### config.mk
export PLATFORM = sky130hd
export DESIGN_NAME = mux_n21_rr
export DESIGN_NICKNAME = d
export VERILOG_FILES = /design/src/rtl/mux_n21_rr_pkg.sv /design/src/rtl/mux_n21_rr_arb.sv /design/src/rtl/mux_n21_rr.sv
export SDC_FILE = /design/constraint.sdc
export NUM_CORES = 1
export LEC_CHECK = 0
export BUFFER_PORTS_ARGS = -buffer_cell sky130_fd_sc_hd__buf_2
export CORE_ASPECT_RATIO = 0.7
export CORE_MARGIN = 4
export CORE_UTILIZATION = 47
export CTS_BUF_LIST = sky130_fd_sc_hd__clkbuf_16
export DETAILED_ROUTE_END_ITERATION = 7
export HOLD_SLACK_MARGIN = 0.12
export PLACE_DENSITY = 0.85
export SLEW_MARGIN = 20
export SYNTH_ARGS = -nofsm -noshare
export SYNTH_HDL_FRONTEND = slang
export SYNTH_HIERARCHICAL = 1
export SYNTH_SLANG_ARGS = --single-unit
### constraint.sdc
create_clock -name Clk -period 6.34 [get_ports Clk]
set_input_delay 1.268 -clock Clk [delete_from_list [all_inputs] [get_ports Clk]]
set_output_delay 1.268 -clock Clk [all_outputs]
set_load 0.01 [all_outputs]
### src/rtl/mux_n21_rr_pkg.sv
// Shared definitions for the mux_n21_rr registered N:1 multiplexer.
// Contains the mode encodings, the round-robin search helper and the parity helper.
package mux_n21_pkg;

  localparam logic MODE_FIXED = 1'b0;
  localparam logic MODE_RR    = 1'b1;

  // Upper bounds that the helper functions are sized for.
  localparam int MAX_CH = 16;
  localparam int MAX_W  = 256;

  typedef struct packed {
    logic       gnt;
    logic [3:0] idx;
  } rr_res_t;

  // Search last+1, last+2, ... (mod num_ch) for the first valid channel.
  // The channel equal to last is visited at the end of the scan.
  function automatic rr_res_t next_rr(input logic [MAX_CH-1:0] valid,
                                      input logic [3:0]        last,
                                      input int                num_ch);
    rr_res_t res;
    int      c;
    res = '0;
    for (int i = 1; i <= MAX_CH; i++) begin
      c = (int'(last) + i) % num_ch;
      if (i <= num_ch && !res.gnt && valid[c[3:0]]) begin
        res.gnt = 1'b1;
        res.idx = c[3:0];
      end
    end
    return res;
  endfunction

  // Even parity: XOR reduction of the word (zero-extended by the caller).
  function automatic logic parity(input logic [MAX_W-1:0] d);
    return ^d;
  endfunction

endpackage

### src/rtl/mux_n21_rr_arb.sv
// Combinational grant generator for mux_n21_rr.
// Fixed mode grants sel_i if that channel exists and is valid; round-robin
// mode grants the next valid channel after last_i.
module mux_n21_rr_arb
  import mux_n21_pkg::*;
#(
  parameter  int NUM_CH = 4,
  localparam int SEL_W  = $clog2(NUM_CH)
) (
  input  logic [NUM_CH-1:0] in_valid_i,
  input  logic [SEL_W-1:0]  last_i,
  input  logic              mode_i,
  input  logic [SEL_W-1:0]  sel_i,
  output logic              grant_o,
  output logic [SEL_W-1:0]  idx_o
);

  logic [MAX_CH-1:0] valid_pad;
  logic [3:0]        last_pad;
  logic [3:0]        sel_pad;
  rr_res_t           rr;

  assign valid_pad = MAX_CH'(in_valid_i);
  assign last_pad  = 4'(last_i);
  assign sel_pad   = 4'(sel_i);

  // Pick the granted channel for the active mode; no grant by default.
  always_comb begin
    grant_o = 1'b0;
    idx_o   = '0;
    rr      = next_rr(valid_pad, last_pad, NUM_CH);
    if (mode_i == MODE_RR) begin
      grant_o = rr.gnt;
      idx_o   = SEL_W'(rr.idx);
    end else begin
      idx_o = sel_i;
      if (int'(sel_pad) < NUM_CH && valid_pad[sel_pad]) begin
        grant_o = 1'b1;
      end
    end
  end

endmodule

### src/rtl/mux_n21_rr.sv
// Registered N:1 multiplexer with valid/ready on every input and the output,
// fixed-select or round-robin channel choice, one output register stage.
// Optional MUX_N21_RR_PARITY_EN adds a registered even-parity output OutParity.
module mux_n21_rr
  import mux_n21_pkg::*;
#(
  parameter  int NUM_CH = 4,
  parameter  int WIDTH  = 8,
  localparam int SEL_W  = $clog2(NUM_CH)
) (
  input  logic                    Clk,
  input  logic                    Reset,
  input  logic [NUM_CH*WIDTH-1:0] In,
  input  logic [NUM_CH-1:0]       InValid,
  output logic [NUM_CH-1:0]       InReady,
  input  logic                    Mode,
  input  logic [SEL_W-1:0]        Sel,
  output logic [WIDTH-1:0]        Out,
  output logic                    OutValid,
  input  logic                    OutReady,
  output logic [SEL_W-1:0]        OutCh
`ifdef MUX_N21_RR_PARITY_EN
  ,
  output logic                    OutParity
`endif
);

  logic [WIDTH-1:0] out_q, out_d;
  logic             out_valid_q, out_valid_d;
  logic [SEL_W-1:0] out_ch_q, out_ch_d;
  logic [SEL_W-1:0] last_q, last_d;

  logic             grant;
  logic [SEL_W-1:0] gnt_idx;
  logic             load;
  logic             take;
  logic [WIDTH-1:0] ch_data [NUM_CH];

  mux_n21_rr_arb #(.NUM_CH(NUM_CH)) u_arb (
    .in_valid_i (InValid),
    .last_i     (last_q),
    .mode_i     (Mode),
    .sel_i      (Sel),
    .grant_o    (grant),
    .idx_o      (gnt_idx)
  );

  // Output register can take a word when empty or being drained this cycle.
  assign load = !out_valid_q || OutReady;
  assign take = load && grant;

  generate
    for (genvar gi = 0; gi < NUM_CH; gi++) begin : g_ch
      assign ch_data[gi] = In[gi*WIDTH +: WIDTH];
      assign InReady[gi] = take && !Reset && (gnt_idx == SEL_W'(gi));
    end
  endgenerate

  // Next-state: OutValid is the EMPTY/FULL state; a transfer loads data and channel.
  always_comb begin
    out_d       = out_q;
    out_ch_d    = out_ch_q;
    out_valid_d = out_valid_q;
    last_d      = last_q;
    if (load) begin
      out_valid_d = grant;
    end
    if (take) begin
      out_d    = ch_data[gnt_idx];
      out_ch_d = gnt_idx;
      if (Mode == MODE_RR) begin
        last_d = gnt_idx;
      end
    end
  end

  // Output stage and round-robin pointer; pointer resets so channel 0 wins first.
  always_ff @(posedge Clk or posedge Reset) begin
    if (Reset) begin
      out_q       <= '0;
      out_valid_q <= 1'b0;
      out_ch_q    <= '0;
      last_q      <= SEL_W'(NUM_CH - 1);
    end else begin
      out_q       <= out_d;
      out_valid_q <= out_valid_d;
      out_ch_q    <= out_ch_d;
      last_q      <= last_d;
    end
  end

  assign Out      = out_q;
  assign OutValid = out_valid_q;
  assign OutCh    = out_ch_q;

`ifdef MUX_N21_RR_PARITY_EN
  logic parity_q, parity_d;

  assign parity_d = take ? parity(MAX_W'(ch_data[gnt_idx])) : parity_q;

  // Parity bit travels with the loaded word.
  always_ff @(posedge Clk or posedge Reset) begin
    if (Reset) begin
      parity_q <= 1'b0;
    end else begin
      parity_q <= parity_d;
    end
  end

  assign OutParity = parity_q;
`endif

endmodule

==> results.toml <==
[pwr]
power_density_nw_per_um2 = 327
leakage_nw = 0.633
worst_ir_drop_vdd_v = 0.000197

[route]
antenna_left = 0
routed-via-count = 933
dr_wl_cell_um = 16.9
first_iter_violations = 32
detail_route.drc_violations = 0
first_pass_iters = 4
routed_wirelength_um = 2670
vias_per_cell = 5.91

[synth]
yosys-mux-area-fraction_pct = 39.0
synth_xor_xnor_area_share_pct = 0
synth_enable_flop_cells = 0
postSynthNetCount = 124
synth_most_common_cell = "sky130_fd_sc_hd__mux2_2"
synth-seq-cells = 13
synthDistinctLibCells = 30
synth-main-ff-cell = "sky130_fd_sc_hd__dfrtp_1"
synth_largest_type_area_fraction_pct = 27.3
yosysWarningCount = 6
synth_async_sr_flop_share_pct = 100
netlist_top_cells_count = "12 x sky130_fd_sc_hd__mux2_2, 11 x sky130_fd_sc_hd__dfrtp_1, 6 x sky130_fd_sc_hd__a21oi_1"
postSynthAreaPerCell_um2 = 12.3
netlist.top_cell.by_area = "sky130_fd_sc_hd__dfrtp_1"
synth-simple-area-share_pct = 14.8
yosysSeqAreaShare_pct = 32.5
cell_types_occupying_the_most_area_after_synthesis = "sky130_fd_sc_hd__dfrtp_1 27%, sky130_fd_sc_hd__mux2_2 13%, sky130_fd_sc_hd__mux4_2 11%, sky130_fd_sc_hd__mux4_1 10%, sky130_fd_sc_hd__dfstp_2 5.2%"
synth_top_family_by_area = "multiplexers"
postSynthCellCount = 82
netlist_area_before_placement_um2 = 1010
synth_compound_area_share_pct = 6.83
synth-adder-area-share_pct = 0

[timing]
max_slew.worst_pin.slew_ns = 0.578
postLayoutSetupSlackWorst_ns = 1.94
grt_setup_unrepaired = "false"
fin_crit_ns = 4.40
totalNegativeSetupSlack_ns = 0
final_hold_viol_count = 0
fmax_mhz = 227
drv_slew = 0
final.setup_skew_ns = 0.000576
final_min_period_over_clock_period_pct = 69.4
maxSlewHeadroom_pct = 61.4
final-setup-viol-count = 0

[run]
max_cap_violations = 0

[clock_tree]
cts-resized-gates = 0
insertion_delay_ns = 0.24
hold_buf_cts = 0
cts_root_buffer = "sky130_fd_sc_hd__clkbuf_16"
clkTransAtPathRegs_ns = 0.04
cts_max_level = 1
cts_tree = "yes"
cts_made_buffers = 3
post_cts.repair.setup_buffers = 0
cts.sink_count = 13
cts.path.max_buffers = 2

[critical_path]
timing.critical_path.to_type = "output pin"
worstSetupStartpointType = "input port"
worstPathMaxFanout = 14
worst_ep_required_time_ns = 5.07
worstSetupPathType = "in2out"
cp_data_arrival_time_ns = 3.13

[grt]
first_pass_grt_wire_length_um = 4110
grt_start_max_net_pins = 15
busiest_layer = "met2"
grtUsageTotal_pct = 18.0
grt_pass1_vias = 921
gr-usage-met3_pct = 5.02
routing_usage_on_met2_pct = 32.6
globalRoute.totalOverflow = 0
grt_antenna_before_repair = 0
grt.met1_usage_pct = 21.6

[placement]
placed_area_um2 = 1260
preCtsSetupSlack_ns = 1.98
place_hpwl_um = 2080
gp_routability_congestion = 0.842
number_of_buffer_cells_added_on_primary_ports = 56

[die]
design.core.area_um2 = 1940
num_rows = 13
top_level_ports = 57
start_util_pct = 52.0
die-area_um2 = 2960
die_y_um = 46.7
die_width_um = 63.3

[layout]
utilization_pct = 69.0
finish.net_count = 179
stdcell_area_um2 = 1340
antenna_cells = 0
fraction_of_final_layout_cells_sized_beyond_drive_strength_1_pct = 58.1
syn2layout_area_growth_pct = 32.7

[worst_hold_path]
hp-class = "reg2reg"

[run_status]
status = "finished clean"
-- metrics by stage --
step | hold WS, ns | cells | power, mW
floorplan | 0.550 | 82 | 0.269
global placement | 0.483 | 154 | 0.308
detailed placement | 0.495 | 154 | 0.320
CTS | 0.504 | 158 | 0.438
global route | 0.524 | 158 | 0.462
finish | 0.498 | 158 | 0.436
-- registers in the layout, indices dropped and copies added, names as in the netlist --
name      flops
OutCh         2
OutValid      1
Out           8
last_q        2
-- final cells by class --
class                           count  area [um2]
Inverter                            1        3.75
Clock inverter                      1        3.75
Tap cell                           22        27.5
Sequential cell                    13         328
Timing Repair Buffer               57         288
Clock buffer                        3        75.1
Multi-Input combinational cell     61         611
Fill cell                         157         599
-- where the power goes --
| part | total [mW] | internal [mW] | switching, mW |
|---|---|---|---|
| clock network | 0.116 | 0.0830 | 0.0327 |
| logic | 0.173 | 0.0958 | 0.0773 |
| registers | 0.148 | 0.118 | 0.0294 |
-- worst paths after layout --
path / startpoint / endpoint / slack, ns / cells after the start
max reg2reg: last_q[1] / Out[1] / 3.88 / 7
min in group asynchronous: Reset / Out[6] / 1.09 / 2
min reg2reg: Out[5] / Out[5] / 0.50 / 1
max: InValid[0] / InReady[2] / 1.94 / 8
max in group asynchronous: Reset / last_q[1] / 4.89 / 2
min: Out[5] / Out[5] / 0.50 / 1
-- worst max-delay path, cell delays in order --
cell	delay, ns
sky130_fd_sc_hd__buf_2	0.14
sky130_fd_sc_hd__and2b_1	0.23
sky130_fd_sc_hd__o21ai_1	0.16
sky130_fd_sc_hd__a21oi_1	0.08
sky130_fd_sc_hd__a21oi_1	0.22
sky130_fd_sc_hd__nand2_1	0.39
sky130_fd_sc_hd__nor4b_1	0.42
sky130_fd_sc_hd__buf_2	0.21
-- cells in the final DEF, fill, tap and decap left out --
cell,count
sky130_fd_sc_hd__mux4_2,5
sky130_fd_sc_hd__mux2_2,12
sky130_fd_sc_hd__nor4_1,1
sky130_fd_sc_hd__o21ai_1,1
sky130_fd_sc_hd__nor2b_1,3
sky130_fd_sc_hd__nor4bb_1,1
sky130_fd_sc_hd__a21oi_1,6
sky130_fd_sc_hd__o211ai_1,1
sky130_fd_sc_hd__a31o_1,1
sky130_fd_sc_hd__nor3b_1,2
sky130_fd_sc_hd__nand2_1,2
sky130_fd_sc_hd__nand3_1,2
sky130_fd_sc_hd__nand3b_1,1
sky130_fd_sc_hd__and2b_1,1
sky130_fd_sc_hd__nand2b_1,4
sky130_fd_sc_hd__buf_4,1
sky130_fd_sc_hd__mux2i_1,4
sky130_fd_sc_hd__o22ai_1,1
sky130_fd_sc_hd__inv_1,2
sky130_fd_sc_hd__clkbuf_16,3
sky130_fd_sc_hd__nor3_1,1
sky130_fd_sc_hd__nor4b_1,2
sky130_fd_sc_hd__dfrtp_1,11
sky130_fd_sc_hd__nor2_1,5
sky130_fd_sc_hd__dfstp_2,2
sky130_fd_sc_hd__o221a_1,1
sky130_fd_sc_hd__buf_2,56
sky130_fd_sc_hd__mux4_1,4
-- routing by layer --
metal	routed length [um]	vias to the layer above
li1	-	430
met1	1050	447
met2	1360	50
met3	202	6
met4	64	0
met5	0	-
-- logic make-up after synthesis --
group,after synthesis
buffers and inverters,8
DFF,13
AOI/OAI and AO/OA,11
muxes,25
and+or+nand+nor,25
Power figures use the tool's default switching activity.
